## src/rtl/demm_pkg.sv

```systemverilog
// Shared types and constants for the DEMM row scheduler and its lane credit
// counters.
package demm_pkg;

    typedef enum logic [2:0] {
        IDLE,
        CFG,
        LOAD_B,
        WAIT_B,
        DISPATCH,
        DRAIN,
        DONE
    } demm_state_e;

    localparam int ELEM_BYTES_DEF = 2;
    localparam int CREDIT_W       = 3;

    function automatic int lane_w(input int n);
        return (n > 1) ? $clog2(n) : 1;
    endfunction

endpackage

```

## src/rtl/demm_lane_credit.sv

```systemverilog
// Outstanding-row counter for one kernel lane; flags completions that arrive
// when nothing is outstanding.
module demm_lane_credit
    import demm_pkg::*;
#(
    parameter int MAX_OUT = 2
) (
    input  logic clk,
    input  logic rst,
    input  logic inc,
    input  logic dec,
    output logic has_credit,
    output logic nonzero,
    output logic spurious
);

    logic [CREDIT_W-1:0] cnt_q, cnt_d;
    logic                dec_ok;

    always_comb begin
        nonzero    = (cnt_q != '0);
        dec_ok     = dec && nonzero;
        spurious   = dec && !nonzero;
        has_credit = (cnt_q < CREDIT_W'(MAX_OUT));
        cnt_d      = cnt_q;
        if (inc && !dec_ok) begin
            cnt_d = cnt_q + CREDIT_W'(1);
        end else if (!inc && dec_ok) begin
            cnt_d = cnt_q - CREDIT_W'(1);
        end
    end

    always_ff @(posedge clk) begin
        if (rst) begin
            cnt_q <= '0;
        end else begin
            cnt_q <= cnt_d;
        end
    end

endmodule

```

## src/rtl/demm_row_scheduler.sv

```systemverilog
// Sequences one DEMM job: one B load descriptor, then A rows dealt round-robin
// to the kernel lanes, then calc_end once every row has completed.
module demm_row_scheduler
    import demm_pkg::*;
#(
    parameter int              ISSUE_NUM   = 4,
    parameter int              ADDR_W      = 64,
    parameter logic [ADDR_W-1:0] A_BASE_ADDR = ADDR_W'(32'h1000_0000),
    parameter logic [ADDR_W-1:0] B_BASE_ADDR = '0,
    parameter logic [ADDR_W-1:0] O_BASE_ADDR = ADDR_W'(32'h2000_0000),
    parameter int              ELEM_BYTES  = ELEM_BYTES_DEF,
    parameter int              MAX_OUT     = 2
) (
    input  logic                 clk,
    input  logic                 rst,
    input  logic                 calc_begin,
    input  logic [31:0]          M_num,
    input  logic [31:0]          N_num,
    input  logic [31:0]          K_num,
    output logic                 busy,
    output logic                 calc_end,
    output logic                 err,
    output logic                 b_req_valid,
    input  logic                 b_req_ready,
    output logic [ADDR_W-1:0]    b_req_addr,
    output logic [31:0]          b_req_len,
    input  logic                 b_done,
    output logic [ISSUE_NUM-1:0] lane_valid,
    input  logic [ISSUE_NUM-1:0] lane_ready,
    output logic [ADDR_W-1:0]    job_a_addr,
    output logic [ADDR_W-1:0]    job_o_addr,
    output logic [31:0]          job_row,
    input  logic [ISSUE_NUM-1:0] lane_done
);

    localparam int LW = lane_w(ISSUE_NUM);

    demm_state_e         state_q, state_d;
    logic                busy_q, busy_d;
    logic                end_q, end_d;
    logic                err_q, err_d;
    logic                bval_q, bval_d;
    logic [31:0]         m_q, m_d, n_q, n_d, k_q, k_d;
    logic [31:0]         blen_q, blen_d;
    logic [ADDR_W-1:0]   sa_q, sa_d, so_q, so_d;
    logic [ADDR_W-1:0]   aaddr_q, aaddr_d, oaddr_q, oaddr_d;
    logic [31:0]         row_q, row_d;
    logic [31:0]         dcnt_q, dcnt_d;
    logic [LW-1:0]       ptr_q, ptr_d;

    logic [ISSUE_NUM-1:0] sel, has_credit, nonzero, spurious;
    logic                 accept, start;
    logic [31:0]          done_inc;

    always_comb begin
        sel      = '0;
        done_inc = '0;
        for (int l = 0; l < ISSUE_NUM; l++) begin
            sel[l]   = (ptr_q == LW'(l));
            done_inc = done_inc + 32'(lane_done[l] & nonzero[l]);
        end
    end

    assign lane_valid = (state_q == DISPATCH) ? (sel & has_credit) : '0;
    assign accept     = |(lane_valid & lane_ready);
    // busy_q still covers the calc_end cycle, so a start there is dropped
    assign start      = calc_begin && (state_q == IDLE) && !busy_q;

    for (genvar l = 0; l < ISSUE_NUM; l++) begin : g_lane
        demm_lane_credit #(
            .MAX_OUT(MAX_OUT)
        ) u_credit (
            .clk       (clk),
            .rst       (rst),
            .inc       (lane_valid[l] & lane_ready[l]),
            .dec       (lane_done[l]),
            .has_credit(has_credit[l]),
            .nonzero   (nonzero[l]),
            .spurious  (spurious[l])
        );
    end

    always_comb begin
        state_d = state_q;
        bval_d  = bval_q;
        m_d     = m_q;
        n_d     = n_q;
        k_d     = k_q;
        blen_d  = blen_q;
        sa_d    = sa_q;
        so_d    = so_q;
        aaddr_d = aaddr_q;
        oaddr_d = oaddr_q;
        row_d   = row_q;
        dcnt_d  = dcnt_q;
        ptr_d   = ptr_q;
        unique case (state_q)
            IDLE: begin
                if (start) begin
                    m_d     = M_num;
                    n_d     = N_num;
                    k_d     = K_num;
                    state_d = CFG;
                end
            end
            CFG: begin
                sa_d    = ADDR_W'(k_q) * ADDR_W'(ELEM_BYTES);
                so_d    = ADDR_W'(n_q) * ADDR_W'(ELEM_BYTES);
                blen_d  = n_q * k_q * 32'(ELEM_BYTES);
                aaddr_d = A_BASE_ADDR;
                oaddr_d = O_BASE_ADDR;
                row_d   = '0;
                dcnt_d  = '0;
                ptr_d   = '0;
                if (m_q == '0 || n_q == '0 || k_q == '0) begin
                    state_d = DONE;
                end else begin
                    bval_d  = 1'b1;
                    state_d = LOAD_B;
                end
            end
            LOAD_B: begin
                if (b_req_ready) begin
                    bval_d  = 1'b0;
                    state_d = WAIT_B;
                end
            end
            WAIT_B: begin
                if (b_done) state_d = DISPATCH;
            end
            DISPATCH: begin
                if (accept) begin
                    row_d   = row_q + 32'd1;
                    aaddr_d = aaddr_q + sa_q;
                    oaddr_d = oaddr_q + so_q;
                    ptr_d   = (ptr_q == LW'(ISSUE_NUM - 1)) ? '0 : ptr_q + LW'(1);
                    if (row_q == m_q - 32'd1) state_d = DRAIN;
                end
            end
            DRAIN: begin
                if (dcnt_q == m_q) state_d = DONE;
            end
            DONE: begin
                state_d = IDLE;
            end
            default: state_d = IDLE;
        endcase
        if (state_q == DISPATCH || state_q == DRAIN) begin
            dcnt_d = dcnt_q + done_inc;
        end
        end_d  = (state_q == DONE);
        busy_d = (state_d != IDLE) || end_d;
        err_d  = (start ? 1'b0 : err_q) | (|spurious);
    end

    always_ff @(posedge clk) begin
        if (rst) begin
            state_q <= IDLE;
            busy_q  <= 1'b0;
            end_q   <= 1'b0;
            err_q   <= 1'b0;
            bval_q  <= 1'b0;
            m_q     <= '0;
            n_q     <= '0;
            k_q     <= '0;
            blen_q  <= '0;
            sa_q    <= '0;
            so_q    <= '0;
            aaddr_q <= '0;
            oaddr_q <= '0;
            row_q   <= '0;
            dcnt_q  <= '0;
            ptr_q   <= '0;
        end else begin
            state_q <= state_d;
            busy_q  <= busy_d;
            end_q   <= end_d;
            err_q   <= err_d;
            bval_q  <= bval_d;
            m_q     <= m_d;
            n_q     <= n_d;
            k_q     <= k_d;
            blen_q  <= blen_d;
            sa_q    <= sa_d;
            so_q    <= so_d;
            aaddr_q <= aaddr_d;
            oaddr_q <= oaddr_d;
            row_q   <= row_d;
            dcnt_q  <= dcnt_d;
            ptr_q   <= ptr_d;
        end
    end

    assign busy        = busy_q;
    assign calc_end    = end_q;
    assign err         = err_q;
    assign b_req_valid = bval_q;
    assign b_req_addr  = bval_q ? B_BASE_ADDR : '0;
    assign b_req_len   = blen_q;
    assign job_a_addr  = aaddr_q;
    assign job_o_addr  = oaddr_q;
    assign job_row     = row_q;

endmodule

```

## config.mk

```make
export PLATFORM = sky130hd
export DESIGN_NAME = demm_row_scheduler
export DESIGN_NICKNAME = d
export VERILOG_FILES = /design/src/rtl/demm_pkg.sv /design/src/rtl/demm_lane_credit.sv /design/src/rtl/demm_row_scheduler.sv
export SDC_FILE = /design/constraint.sdc
export NUM_CORES = 2
export LEC_CHECK = 0
export CORE_ASPECT_RATIO = 1.25
export CORE_UTILIZATION = 60
export DETAILED_ROUTE_END_ITERATION = 7
export DONT_BUFFER_PORTS = 1
export PLACE_DENSITY = 0.76
export RECOVER_POWER = 50
export SYNTH_ARGS = -nofsm -noshare
export SYNTH_HDL_FRONTEND = slang
export SYNTH_SLANG_ARGS = --single-unit
```

## constraint.sdc

```tcl
create_clock -name clk -period 7.6 [get_ports clk]
set_clock_uncertainty 0.2 [all_clocks]
set_input_delay 1.52 -clock clk [delete_from_list [all_inputs] [get_ports clk]]
set_output_delay 1.52 -clock clk [all_outputs]
set_load 0.005 [all_outputs]
```

==> impl_metrics.env <==
export IMPL_grt_pass1_vias=28700
export IMPL_cts_max_level=2
export IMPL_slew_violations=172
export IMPL_ir_worst_vdd_uv=300
export IMPL_syn_area_um2=35700
export IMPL_cp_arrival_ps=7680
export IMPL_postSynthAreaPerCell_um2=8.25
export IMPL_power_density_nw_per_um2=208
export IMPL_fp_dieW_um=220
export IMPL_dp_cells=4932
export IMPL_leakage_nw=16.3
export IMPL_clk_pin_slew_ps=60
export IMPL_drtIter0Drc=2386
export IMPL_floorplan_initialDensity_pct=60.9
export IMPL_rows=99
export IMPL_max_slew_worst_pin_slew_ps=3190
export IMPL_ys_types=86
export IMPL_antenna_found_initial=6
export IMPL_drt_antenna_violating_nets=0
export IMPL_start_kind="flop"
export IMPL_die_height_um=275
export IMPL_synth_warnings=0
export IMPL_syn_to_final_growth_pct=5.56
export IMPL_critPathMaxFanout=10
export IMPL_via_per_inst=5.94
export IMPL_crit_top_cell="fa_1"
export IMPL_dpl_cell_area_um2=36200
export IMPL_routabilityCongestion=1.00
export IMPL_antenna_cells=0
export IMPL_drcViolationCount=19
export IMPL_synthArstFlopShare_pct=0
export IMPL_die_area_um2=60500
export IMPL_critical_path_class="reg -> reg"
export IMPL_relSlewSlack_pct=-112
export IMPL_timing_hold_ws_ps=258
export IMPL_hold_violations=0
export IMPL_synth_top_area_cell="dfxtp_1"
export IMPL_clock_latency_ps=610
export IMPL_clk_path_buf_depth=3
export IMPL_cts_sinks=402
export IMPL_wl_per_cell_um=20.1
export IMPL_min_path_type="reg -> reg"
export IMPL_crit_path_top_delay_cell="fa_1"
export IMPL_required_ps=7910
export IMPL_critPathTopFamily="adder cells"
export IMPL_critical_path_max_stage_delay_ps=620
export IMPL_final_nets=4914
export IMPL_outcome="finished, violations left"
export IMPL_cts_root_buf="clkbuf_16"
export IMPL_design_area_um2=37700
export IMPL_final_cells=5011
export IMPL_violations="design-rule violations, max-capacitance violations, max-slew violations"
export IMPL_grt_first_pass_wirelength_um=157000
export IMPL_grt_ovfl_total=0
export IMPL_seq_area_frac_synth_pct=22.5
export IMPL_synthFlopType="dfxtp_1"
export IMPL_syn_inst=4329
export IMPL_critPathCaptureType="flop"
export IMPL_hpwlAfterDp_um=77900
export IMPL_synth_edff_count=0
export IMPL_first_pass_iters=8
export IMPL_grt_max_degree=294
export IMPL_postCtsSetupBuffers=0
export IMPL_setup_ws_ps=229
export IMPL_fillers=5020
export IMPL_coreArea_um2=58600
export IMPL_gr_usage_all_layers_pct=33.3
export IMPL_vias=29800
export IMPL_io_pins=373
export IMPL_cts_tree="built"
export IMPL_synth_area_leaders="dfxtp_1 23%, fa_1 22%, nand2_1 8.5%"
export IMPL_drive_above_1_share_pct=5.59
export IMPL_synthDominantCellAreaShare_pct=22.5
export IMPL_max_cap_violations=4
export IMPL_cp_num_buf_inv=8
export IMPL_portBuffers=0
export IMPL_fin_crit_ps=7370
export IMPL_final_core_util_pct=64.3
export IMPL_ys_seq_elements=402
export IMPL_setup_viol=0
export IMPL_drt_wl_total_um=101000
export IMPL_cts_made_buffers=44
export IMPL_place_ws_ps=75.2
export IMPL_fmax_mhz=136
export IMPL_synth_commonest_cells="804 x nand2_1, 409 x inv_1, 402 x dfxtp_1, 389 x fa_1, 349 x a21oi_1"
export IMPL_period_share_pct=97.0
export IMPL_synth_most_common_cell="nand2_1"
report_power, final:
| part | total, mW | internal (mW) | switching (mW) |
|---|---|---|---|
| Clock | 2.16 | 1.20 | 0.960 |
| Combinational | 3.05 | 1.13 | 1.93 |
| Sequential | 2.62 | 2.28 | 0.342 |
| Total | 7.84 | 4.61 | 3.23 |
sequential cells by signal (all words and copies together), names as in the netlist:
name                   cells
dcnt_q                    32
job_o_addr                63
k_q                       32
job_row                   32
sa_q                      32
m_q                       32
so_q                      32
calc_end                   1
b_req_valid                1
job_a_addr                63
n_q                       32
b_req_len                 31
g_lane.u_credit.cnt_q     12
state_q                    3
ptr_q                      2
err                        1
busy                       1
final timing paths:
check | from | endpoint | slack, ps | cells past startpoint
worst min-delay path | so_q[3] | so_q[3] | 260 | 2
worst max-delay path | k_q[9] | b_req_len[31] | 230 | 26
worst min register to register | so_q[3] | so_q[3] | 260 | 2
worst max register to register | k_q[9] | b_req_len[31] | 230 | 26
tightest hold or removal path, cell delays in order (launching register included):
cell and delay, ps:
dfxtp_1 310, nand2_1 50, a21oi_1 50
through the flow:
stage / total power, mW / TNS [ps]
finish: 7.84 / 0
CTS: 7.83 / 0
detailed placement: 5.63 / 0
floorplan: 4.64 / 0
global route: 8.29 / -24.8
global placement: 5.60 / 0
cells in the final DEF (no fill, tap or decap), types with 21 or more instances in the layout:
master,count
a21oi_1,348
fa_1,389
xor2_1,137
ha_1,195
a31oi_1,21
clkbuf_16,44
nor4_1,32
a211oi_1,35
or3_1,42
a21o_1,46
xnor2_1,119
inv_1,409
dfxtp_1,387
nand3_1,94
o21ai_0,127
nor3_1,43
and2_1,218
conb_1,67
nand4_1,42
mux2i_1,21
nor2_1,187
nand2_1,804
and3_1,37
buf_4,94
final cells by class:
class | instances | area [um2] | area share [%]
inverter | 409 | 1540 | 4.07
clock buffer | 56 | 1200 | 3.17
timing repair buffer | 101 | 772 | 2.05
sequential | 402 | 8070 | 21.4
clock inverter | 23 | 249 | 0.661
tap | 757 | 947 | 2.51
multi-input combinational | 3263 | 24900 | 66.1
repair_timing:
item,CTS,global route
setup endpoints to repair,0,6
resized for setup,0,24
hold buffers,0,0
metal layers:
layer	part of all wire, %	up-vias	GRT usage, %
met4	4.0	8	12.8
li1	-	13700	-
met1	40	14500	42.7
met3	9.6	252	8.75
met2	47	1268	53.9
met5	0.058	-	0
logic make-up after synthesis:
family                   count (synthesis)  synth area share [%]
adder cells (fa/ha/maj)                584                  28.7
AND/OR/NAND/NOR                       1599                  21.0
XOR/XNOR                               257                  6.34
other                                    1                0.0105
flip-flops                             402                  22.5
multiplexers                            32                 0.946
buffers and inverters                  730                  8.44
AO/OA/AOI/OAI                          724                  12.1
No activity file was read; power rests on OpenSTA's default activity.
